<file path="src/rtl/sdram_arbiter.sv">
// sdram_arbiter
//   Round-robin arbiter that funnels NUM_PORTS requesters onto one SDRAM
//   controller port. It allows one transfer in flight at a time. Each transfer
//   moves through three states:
//     IDLE  - pick the next pending port
//     ISSUE - forward that port's request downstream
//     WAIT  - wait for the matching completion, or abort on timeout
//
// Ports
//   clk, rst     clock; synchronous active-high reset
//   req_rd       per-port read request
//   req_wr       per-port write byte enables (nonzero = write request)
//   req_addr     per-port byte address, port p at slice p
//   req_wdata    per-port write data, port p at slice p
//   req_rdy      acceptance strobe for the granted port (one-hot or zero)
//   req_rvalid   read completion pulse to the granted port
//   req_wvalid   write completion pulse to the granted port
//   req_rdata    shared read data, zero unless req_rvalid is set
//   req_error    timeout pulse to the granted port
//   mem_rd/mem_wr/mem_addr/mem_wdata   downstream request of the granted port
//   mem_rdy      downstream acceptance
//   mem_rvalid/mem_wvalid/mem_rdata    downstream completions and read data
module sdram_arbiter #(
   parameter int NUM_PORTS  = 4,
   parameter int DATA_WIDTH = 32,
   parameter int ADDR_WIDTH = 24,
   parameter int TIMEOUT    = 255
) (
   input  logic                                clk,
   input  logic                                rst,
   input  logic [NUM_PORTS-1:0]                req_rd,
   input  logic [NUM_PORTS*DATA_WIDTH/8-1:0]   req_wr,
   input  logic [NUM_PORTS*ADDR_WIDTH-1:0]     req_addr,
   input  logic [NUM_PORTS*DATA_WIDTH-1:0]     req_wdata,
   output logic [NUM_PORTS-1:0]                req_rdy,
   output logic [NUM_PORTS-1:0]                req_rvalid,
   output logic [NUM_PORTS-1:0]                req_wvalid,
   output logic [DATA_WIDTH-1:0]               req_rdata,
   output logic [NUM_PORTS-1:0]                req_error,
   output logic                                mem_rd,
   output logic [DATA_WIDTH/8-1:0]             mem_wr,
   output logic [ADDR_WIDTH-1:0]               mem_addr,
   output logic [DATA_WIDTH-1:0]               mem_wdata,
   input  logic                                mem_rdy,
   input  logic                                mem_rvalid,
   input  logic                                mem_wvalid,
   input  logic [DATA_WIDTH-1:0]               mem_rdata
);

   localparam int BE_W = DATA_WIDTH / 8;
   localparam int PW   = (NUM_PORTS > 1) ? $clog2(NUM_PORTS) : 1;
   localparam int CW   = (TIMEOUT > 1) ? $clog2(TIMEOUT + 1) : 1;

   typedef enum logic [1:0] {
      S_IDLE  = 2'd0,
      S_ISSUE = 2'd1,
      S_WAIT  = 2'd2
   } state_t;

   state_t          state_q, state_d;
   logic [PW-1:0]   ptr_q, ptr_d;
   logic [PW-1:0]   grant_q, grant_d;
   logic [CW-1:0]   cnt_q, cnt_d;
   logic            op_rd_q, op_rd_d;

   logic [NUM_PORTS-1:0] pending;
   logic                 rr_found;
   logic [PW-1:0]        rr_sel;
   logic [PW-1:0]        next_ptr;
   logic                 g_pend;
   logic                 g_rd;
   logic [BE_W-1:0]      g_wr;
   logic [ADDR_WIDTH-1:0] g_addr;
   logic [DATA_WIDTH-1:0] g_wdata;

   // A port is pending on a read strobe or on any write byte enable.
   always_comb begin
      pending = '0;
      for (int unsigned p = 0; p < NUM_PORTS; p++) begin
         pending[p] = req_rd[p] | (|req_wr[p*BE_W +: BE_W]);
      end
   end

   // First pending port at or after ptr_q, wrapping around the port count.
   always_comb begin
      int unsigned idx;
      rr_found = 1'b0;
      rr_sel   = '0;
      idx      = 0;
      for (int unsigned i = 0; i < NUM_PORTS; i++) begin
         idx = (32'(ptr_q) + i) % NUM_PORTS;
         if (!rr_found && pending[idx]) begin
            rr_found = 1'b1;
            rr_sel   = PW'(idx);
         end
      end
   end

   assign next_ptr = (grant_q == PW'(NUM_PORTS - 1)) ? '0 : grant_q + 1'b1;

   assign g_pend  = pending[grant_q];
   assign g_rd    = req_rd[grant_q];
   assign g_wr    = req_wr[grant_q*BE_W +: BE_W];
   assign g_addr  = req_addr[grant_q*ADDR_WIDTH +: ADDR_WIDTH];
   assign g_wdata = req_wdata[grant_q*DATA_WIDTH +: DATA_WIDTH];

   // Next-state and output decode. The request path in ISSUE and the
   // completion path in WAIT stay combinational so that acceptance and
   // completion are signalled in the same cycle as the downstream event.
   always_comb begin
      state_d    = state_q;
      ptr_d      = ptr_q;
      grant_d    = grant_q;
      cnt_d      = cnt_q;
      op_rd_d    = op_rd_q;
      req_rdy    = '0;
      req_rvalid = '0;
      req_wvalid = '0;
      req_rdata  = '0;
      req_error  = '0;
      mem_rd     = 1'b0;
      mem_wr     = '0;
      mem_addr   = '0;
      mem_wdata  = '0;

      case (state_q)
         S_IDLE: begin
            if (rr_found) begin
               grant_d = rr_sel;
               state_d = S_ISSUE;
            end
         end

         S_ISSUE: begin
            if (g_pend) begin
               mem_rd           = g_rd;
               mem_wr           = g_wr;
               mem_addr         = g_addr;
               mem_wdata        = g_wdata;
               req_rdy[grant_q] = mem_rdy;
               if (mem_rdy) begin
                  // A combined read+write completes as a read.
                  op_rd_d = g_rd;
                  cnt_d   = '0;
                  state_d = S_WAIT;
               end
            end else begin
               // Requester withdrew before acceptance; ptr is left alone
               // so no other port loses its turn.
               state_d = S_IDLE;
            end
         end

         S_WAIT: begin
            if (op_rd_q && mem_rvalid) begin
               req_rvalid[grant_q] = 1'b1;
               req_rdata           = mem_rdata;
               ptr_d               = next_ptr;
               state_d             = S_IDLE;
            end else if (!op_rd_q && mem_wvalid) begin
               req_wvalid[grant_q] = 1'b1;
               ptr_d               = next_ptr;
               state_d             = S_IDLE;
            end else if (cnt_q == CW'(TIMEOUT - 1)) begin
               // cnt_q is zero on the first WAIT cycle, so this fires on
               // WAIT cycle number TIMEOUT.
               req_error[grant_q] = 1'b1;
               ptr_d              = next_ptr;
               state_d            = S_IDLE;
            end else begin
               cnt_d = cnt_q + 1'b1;
            end
         end

         default: begin
            state_d = S_IDLE;
         end
      endcase

      // Outputs are held quiet while reset is applied, even mid-transfer.
      if (rst) begin
         req_rdy    = '0;
         req_rvalid = '0;
         req_wvalid = '0;
         req_rdata  = '0;
         req_error  = '0;
         mem_rd     = 1'b0;
         mem_wr     = '0;
         mem_addr   = '0;
         mem_wdata  = '0;
      end
   end

   always_ff @(posedge clk) begin
      if (rst) begin
         state_q <= S_IDLE;
         ptr_q   <= '0;
         grant_q <= '0;
         cnt_q   <= '0;
         op_rd_q <= 1'b0;
      end else begin
         state_q <= state_d;
         ptr_q   <= ptr_d;
         grant_q <= grant_d;
         cnt_q   <= cnt_d;
         op_rd_q <= op_rd_d;
      end
   end

endmodule
</file>
<file path="config.mk">
export PLATFORM = sky130hd
export DESIGN_NAME = sdram_arbiter
export DESIGN_NICKNAME = d
export VERILOG_FILES = /design/src/rtl/sdram_arbiter.sv
export SDC_FILE = /design/constraint.sdc
export NUM_CORES = 1
export LEC_CHECK = 0
export ABC_AREA = 1
export CAP_MARGIN = 20
export CORE_AREA = 3 3 152 154
export DETAILED_ROUTE_END_ITERATION = 10
export DIE_AREA = 0 0 155 157
export SLEW_MARGIN = 10
export SYNTH_ARGS = -nofsm -noshare
export SYNTH_HDL_FRONTEND = slang
export SYNTH_SLANG_ARGS = --single-unit
export TNS_END_PERCENT = 1
</file>
<file path="constraint.sdc">
create_clock -name clk -period 1.7 [get_ports clk]
set_input_delay 0.34 -clock clk [delete_from_list [all_inputs] [get_ports clk]]
set_output_delay 0.34 -clock clk [all_outputs]
set_load 0.01 [all_outputs]
</file>
Word-level counts from Yosys, hierarchy flattened --
Index checks and enable logic that the tools add are counted. W data, S select, Z words.
Word-level totals: RAM bits 0, memories kept 0, output and inout port bits 109, bits in latches 0, memory bits (read-only) 0, input port bits 281, logic and storage cells 128, register bits after elaboration 15
Cells by class: shifts and indexed selects 3, bitwise operators 5, multipliers 1, equal/unequal tests 12, divide/modulo/power cells 0, reductions and logical operators 22, $add $sub $neg 5, order comparisons 6, multiplexer cells 69
Operators by type and width (count):
- $mux W32 | 6
- $shiftx A128 B8 Y32 | 1
- $shiftx A96 B8 Y24 | 1
- $mux W24 | 3
- $mux W4 | 18
- $mux W8 | 5
- $mux W2 | 14
- $pmux W8 S2 | 1
- $reduce_or A4 Y1 | 4
- $shiftx A16 B5 Y4 | 1
- $lt A2 B3 Y1 const B | 5
- $mux W1 | 14
- $bmux W1 S2 | 6
- $ne A2 B2 Y1 const B | 6
- $add A8 B1 Y8 const B | 1
- $eq A8 B8 Y1 const B | 1
- $logic_and A1 B1 Y1 | 6
- $pmux W2 S3 | 1
- $reduce_and A3 Y1 | 2
- $reduce_and A6 Y1 | 1
- $add A2 B1 Y2 const B | 2
- $add A2 B2 Y2 const B | 2
- $and A4 B4 Y4 | 1
- $eq A2 B2 Y1 const B | 2
- 12 further kinds | 19

Depth between registers and ports, before layout --
Gate-level depths: netlist (run 1).
depth after elaboration 16, mapped depth 11, mapped depth without buffers 11

Worst setup path before layout (run 1) --
OpenSTA, ideal clock, no wires.
path type flip-flop to output port, from register grant_q[0], to output req_rvalid[2], cell stages (with the launch flop) 8, data required time 1360 ps, arrival 1473 ps, buffers on the path 3, path slack -113 ps, cells stage by stage dfxtp_1 > buf_2 > inv_2 > buf_2 > buf_2 > ha_1 > nand2_1 > nor3_1
On the way: longest elaborated chain between the ends 7, elaborated cells on any way between the ends 8, those cells by class 2 x order compare; 5 x mux; 1 x reduce/logical
Ends and longest elaborated chain:
- start, declared | line 62 | logic [PW-1:0] grant_q, grant_d;
- start signal, assigned | line 204 | grant_q <= grant_d;
- $lt A2 B3 Y1 (implied by the code) or $ge A2 B1 Y1 (tied branches) | line 156 | req_rvalid[grant_q] = 1'b1;
- $logic_and A1 B1 Y1 (implied by the code) | line 156
- $mux W1 (implied by the code) | line 156
- $demux W1 S2 (*) | line 156
- $mux W4 (*) | line 155 | if (op_rd_q && mem_rvalid) begin
- $mux W4 (*) | line 126 | case (state_q)
- $mux W4 (*) | line 181 | if (rst) begin
- end, declared | line 36 | output logic [NUM_PORTS-1:0] req_rvalid,
Every way passes the cells marked *; elsewhere a longest branch is shown, timed or not.

Worst setup path in the final report (run 1) --
from register grant_q[0], to output mem_wdata[7]
On the way: longest elaborated chain between the ends 5, elaborated cells on any way between the ends 6, those cells by class 1 x shift; 5 x mux
Ends and longest elaborated chain:
- parallel branches: the longest is 2 deep, another holds $shiftx A128 B8 Y32
- $mux W32 (*) | line 135 | if (g_pend) begin
- $mux W32 (*) | line 126
- $mux W32 (*) | line 181
- end, declared | line 43 | output logic [DATA_WIDTH-1:0] mem_wdata,
Mark *: on every way between the ends. The select of a mux whose other input is x is not followed.

==> results.json, run 1 <==
{
  "synth_seq_area_share_pct": 8.47,
  "cts.sink_count": 15,
  "synth-compound-area-share_pct": 28.7,
  "status": "finished with violations",
  "synthFlopType": "dfxtp_1",
  "io_buffers": 389,
  "leakagePower_uw": 0.00396,
  "hold_viol": 0,
  "slew_headroom_pct": 65.0,
  "synth_mux_area_share_pct": 0,
  "yosysWarnings": 0,
  "setup_violations": 80,
  "cts_root_buf": "clkbuf_16",
  "pin_count": 390,
  "violations": "negative setup slack",
  "grt_start_max_net_pins": 41,
  "finalCriticalPeriod_ps": 2120,
  "initial_core_util_pct": 16.2,
  "avgSynthCellArea_sq_um": 4.72,
  "syn_inst": 751,
  "dieWidth_um": 155,
  "wl_mm": 25.1,
  "num_rows": 54,
  "num-nets-final": 1476,
  "clk_latency_ps": 250,
  "peakVddDrop_mv": 0.346,
  "ys_types": 27,
  "clockBufferDepth": 2,
  "intPower_uw": 2030,
  "cts_tree": "done",
  "vias": 6566,
  "dp_hpwl_mm": 19.3,
  "drive_above_1_share_pct": 28.3,
  "cts.clk_slew.worst_paths_ps": 50,
  "max_stage_delay_ps": 390,
  "cp_max_fo": 7,
  "drt_iter0_drc": 473,
  "crit_slowest_cell": "dfxtp_4",
  "clkPwrFrac_pct": 13.5,
  "dp.cells": 1451,
  "grt-ovfl-total": 0,
  "via_per_inst": 4.47,
  "gp_congestion": 0.963,
  "syn2layout_area_growth_pct": 143,
  "p_sw_share_pct": 42.4,
  "antenna_found_initial": 2,
  "finClkSkew_ps": 4.91,
  "p_per_area_nw_per_um2": 409,
  "maxCapViolCount": 0,
  "cp_top_family": "simple AND/OR/NAND/NOR gates",
  "route.detailed.drc": 0,
  "first_pass_iters": 7,
  "crit_buf_inv": 3,
  "core_sq_um": 21800,
  "first_global_vias": 6114,
  "hold_class": "register to register",
  "die_y_um": 157,
  "synth_seq_cells": 15,
  "final_antenna_net_count": 0,
  "synth-simple-area-share_pct": 46.8,
  "p_switching_uw": 1490,
  "endpoint_kind": "output port",
  "syn_nets": 1038,
  "path_common_cell": "nand2_4",
  "grt_setup_unrepaired": "true",
  "synth_edf_count": 0,
  "cts_made_buffers": 3,
  "fin_crit_sh_pct": 125,
  "setup_ws_ps": -424,
  "max_slew.worst_pin.slew_ps": 522,
  "synthAdderAreaFrac_pct": 2.12,
  "regToRegSetupSlack_ps": 70,
  "seq_power_share_pct": 11.2,
  "grt_pass1_wl_mm": 34.6,
  "worstPathArrival_ps": 1780,
  "hold_ws_ps": 494,
  "synth_top_family_by_area": "simple AND/OR/NAND/NOR gates",
  "stdcell_count": 1470,
  "h-tree-depth": 1,
  "power_frac_comb_pct": 75.3,
  "grt_usage_pct": 17.6,
  "maxSlewViolCount": 0,
  "cp_cell_sequence": "clkinv_4 > nand2_4 > nand3_4 > nand2_4 > nor2_4 > nand2_8 > clkbuf_16 > a21oi_2 > buf_2",
  "worst-setup-path-type": "register to output port",
  "finalSetupTns_ps": -25760,
  "syn_area_sq_um": 3540,
  "die_area_sq_um": 24300,
  "fmax_ghz": 0.471,
  "synth-xor-area-share_pct": 1.94,
  "crit_required_ps": 1360,
  "critPathLaunchType": "register",
  "synthArstFlopShare_pct": 0,
  "avgRoutedWirePerCell_um": 17.1
}
[area by class of cell]
cell class	count	area, sq um
fill	2376	13200
timing repair buffer	484	4390
multi-input combinational	630	3260
tap	280	350
sequential	15	308
inverter	55	216
clock buffer	3	75.1
clock inverter	1	5.00
antenna	2	5.00
[cells in the final DEF, fill, tap and decap left out, types with 3 or more instances in the layout]
cell | Yosys | layout
inv_2 | 4 | 9
nor2_1 | 304 | 288
nand3_1 | 27 | 20
inv_1 | 50 | 43
ha_1 | 6 | 4
dfxtp_2 | 0 | 3
clkdlybuf4s50_1 | 0 | 258
buf_2 | 14 | 100
clkbuf_16 | 0 | 7
buf_6 | 0 | 5
dlymetal6s2s_1 | 0 | 15
buf_8 | 0 | 4
nand3_2 | 1 | 7
dfxtp_1 | 15 | 11
dlygate4sd2_1 | 0 | 3
nor3_2 | 0 | 4
nand4_1 | 10 | 10
xor2_1 | 5 | 5
nand2_4 | 1 | 6
nand2_2 | 4 | 12
a21oi_2 | 0 | 54
buf_4 | 1 | 70
buf_12 | 0 | 13
o21ai_0 | 124 | 99
o21ai_1 | 0 | 25
nor2_2 | 1 | 16
clkbuf_2 | 0 | 9
nand2_1 | 58 | 45
a21oi_1 | 76 | 20
[per-layer routing]
metal	vias to the layer above	track usage (%)	part of all wire (%)
li1	3298	-	-
met3	46	2.12	6.0
met2	283	31.4	49
met5	-	0	0
met1	2939	23.3	43
met4	0	2.69	2.0
[registers in the layout, indices dropped and copies added (netlist names)]
signal   cells
state_q      2
ptr_q        2
op_rd_q      1
cnt_q        8
grant_q      2
[repair_timing]
item	in CTS	in global routing
cloned	1	7
pin swaps	6	13
setup buffers	0	5
hold buffers	0	0
resized for setup	423	191
endpoints found under the setup margin	121	122
[worst register-to-register path: cells and delay by family (launching register included)]
kind                   cells  cell delay [ps]
buffers and inverters      3              400
AND/OR/NAND/NOR            7              660
AO/OA/AOI/OAI              1              110
flip-flops                 1              390
[metrics by stage]
stage                     area (sq um)  util, %  setup WS [ps]  total power [uW]
after global routing              8610     39.5           -482              3780
after detailed placement          8360     38.3          -1270              2790
after global placement            8360     38.3          -1240              2790
final                             8610     39.5           -424              3520
after CTS                         8180     37.5           -859              3270
after floorplan                   3560        -          -35.5              1340
[cells by family (layout without fill, tap and decap cells)]
kind of cell / count (synthesis) / after routing
simple gates: 414 / 415
other cells: 0 / 2
xor+xnor: 7 / 7
compound gates: 202 / 202
fa+ha+maj: 6 / 6
flops: 15 / 15
buf+inv: 107 / 543
[worst paths after layout]
check / start / endpoint / cells past startpoint
worst min register to register: cnt_q[6] / cnt_q[6] / 2
worst min-delay path: cnt_q[6] / cnt_q[6] / 2
worst max register to register: grant_q[0] / cnt_q[2] / 11
worst max-delay path: grant_q[0] / mem_wdata[7] / 9
[Yosys cell counts (6+ instances only)]
library cell / number / area, sq um
nor2_1: 304 / 1140
nand3_1: 27 / 135
o21ai_0: 124 / 621
nor3_1: 6 / 30.0
inv_1: 50 / 188
dfxtp_1: 15 / 300
ha_1: 6 / 75.1
buf_1: 7 / 26.3
nand2_1: 58 / 218
clkbuf_1: 30 / 113
buf_2: 14 / 70.1
nand4_1: 10 / 62.6
a21oi_1: 76 / 380
[power by group through the flow]
stage               combinational (uW)  sequential (uW)  clock, uW
floorplan                          956              388          0
global placement                  2390              398          0
detailed placement                2400              399          0
CTS                               2400              394        481
global route                      2880              398        507
finish                            2650              396        474
Power figures use the tool's default switching activity.
==> run 2, diff against run 1 <==
--- a/config.mk
+++ b/config.mk
@@ -7,9 +7,10 @@
 export LEC_CHECK = 0
 export ABC_AREA = 1
 export CAP_MARGIN = 20
-export CORE_AREA = 3 3 152 154
+export CORE_AREA = 3 3 151 153
 export DETAILED_ROUTE_END_ITERATION = 10
-export DIE_AREA = 0 0 155 157
+export DIE_AREA = 0 0 154 156
+export DONT_BUFFER_PORTS = 1
 export SLEW_MARGIN = 10
 export SYNTH_ARGS = -nofsm -noshare
 export SYNTH_HDL_FRONTEND = slang
==> results.json, run 2 (synthesis gave the netlist of run 1 again) <==
{
  "die_y_um": 156,
  "drive_above_1_share_pct": 26.0,
  "setup_ws_ps": -292,
  "fin_crit_sh_pct": 117,
  "h-tree-depth": 1,
  "leakagePower_uw": 0.00219,
  "num_rows": 54,
  "status": "finished with violations",
  "final_common_cell": "nor2_1",
  "grt-ovfl-total": 0,
  "max_stage_delay_ps": 410,
  "fmax_ghz": 0.502,
  "crit_required_ps": 1360,
  "syn2layout_area_growth_pct": 55.7,
  "grt_start_max_net_pins": 44,
  "hold_class": "input pin to register",
  "cts.sink_count": 15,
  "maxSlewViolCount": 0,
  "grt_pass1_wl_mm": 27.8,
  "cp_cell_sequence": "buf_6 > buf_8 > nor2_1 > nor2_1 > o21ai_0 > a21oi_4",
  "cp_max_fo": 24,
  "grt_setup_unrepaired": "true",
  "multiInputGateArea_sq_um": 3500,
  "path_common_cell": "nor2_1",
  "avgRoutedWirePerCell_um": 18.9,
  "num-nets-final": 1084,
  "via_per_inst": 4.90,
  "pin_count": 390,
  "min_path_cells": 1,
  "fill_cells": 2399,
  "critPathLaunchType": "register",
  "slew_headroom_pct": 65.4,
  "cts_tree": "done",
  "dp_hpwl_mm": 15.4,
  "route.detailed.drc": 0,
  "wl_mm": 20.4,
  "clockBufferDepth": 2,
  "largest-register": "cnt_q",
  "dieWidth_um": 154,
  "core_sq_um": 21700,
  "hold_ws_ps": 155,
  "seq_area_sq_um": 308,
  "gp_congestion": 0.989,
  "violations": "negative setup slack",
  "power_uw": 2870,
  "hold_viol": 0,
  "antenna_found_initial": 3,
  "io_buffers": 0,
  "peakVddDrop_mv": 0.289,
  "cts_root_buf": "clkbuf_16",
  "p_per_area_nw_per_um2": 521,
  "max_slew.worst_pin.slew_ps": 513,
  "initial_core_util_pct": 16.3,
  "cts.clk_slew.worst_paths_ps": 50,
  "ctsHoldBuffers": 0,
  "first_global_vias": 4706,
  "crit_slowest_cell": "dfxtp_4",
  "largest_reg_flops": 8,
  "worstSetupPathDepth": 6,
  "finalCriticalPeriod_ps": 1990,
  "final_antenna_net_count": 0,
  "vias": 5290,
  "die_area_sq_um": 24000,
  "crit_buf_inv": 2,
  "cts_made_buffers": 3,
  "drt_iter0_drc": 492,
  "finClkSkew_ps": 3.04,
  "maxCapViolCount": 0,
  "first_pass_iters": 5,
  "clk_latency_ps": 250,
  "worstPathArrival_ps": 1650,
  "endpoint_kind": "output port",
  "regToRegSetupSlack_ps": 90,
  "finalSetupTns_ps": -15310,
  "setup_violations": 78,
  "worst-setup-path-type": "register to output port",
  "worst-r2r-cell-count": 11,
  "final_cell_mix": "288 x nor2_1, 76 x o21ai_0, 67 x buf_4",
  "grt_usage_pct": 14.8,
  "cp_top_family": "compound AO/OA/AOI/OAI gates"
}
[run 2: routing by layer]
layer	vias up	share of wire [%]	GRT usage (%)
met2	316	48	25.2
met5	-	0	0
met4	0	3.0	5.26
li1	2521	-	-
met3	36	8.4	3.05
met1	2417	40	18.6
[run 2: repair_timing]
action	in CTS	in global routing
gates resized for setup	149	57
endpoints found under the setup margin	109	111
pin swaps	12	3
buffers inserted	6	0
gates cloned	7	1
[run 2: path summary, 6_finish.rpt]
kind / to / start
min: cnt_q[5] / rst
max: mem_addr[3] / grant_q[0]
max reg2reg: cnt_q[6] / grant_q[0]
min reg2reg: cnt_q[5] / cnt_q[5]
[run 2: power breakdown]
part           internal [uW]  switching (uW)  total, uW
clock network            318             145        463
registers                372            28.7        401
logic                    745            1260       2010
total                   1440            1440       2870
[run 2: cell type report]
cell class / instances / share of cell area, %
Antenna cell: 3 / 0.136
Multi-Input combinational cell: 629 / 63.5
Sequential cell: 15 / 5.58
Clock buffer: 4 / 1.43
Timing Repair Buffer: 93 / 19.2
Tap cell: 280 / 6.35
Inverter: 55 / 3.83
[run 2: metrics by stage]
| stage | setup WS, ps | util (%) | area [sq um] | instances |
|---|---|---|---|---|
| 2_1_floorplan | -35.5 | - | 3560 | 751 |
| 3_5_place_dp | -195 | 20.4 | 4420 | 1058 |
| 5_1_grt | -317 | 25.4 | 5520 | 1079 |
| 6_report | -292 | 25.4 | 5520 | 1079 |
| 4_1_cts | -249 | 24.6 | 5330 | 1075 |
| 3_3_place_gp | -216 | 20.4 | 4420 | 1058 |
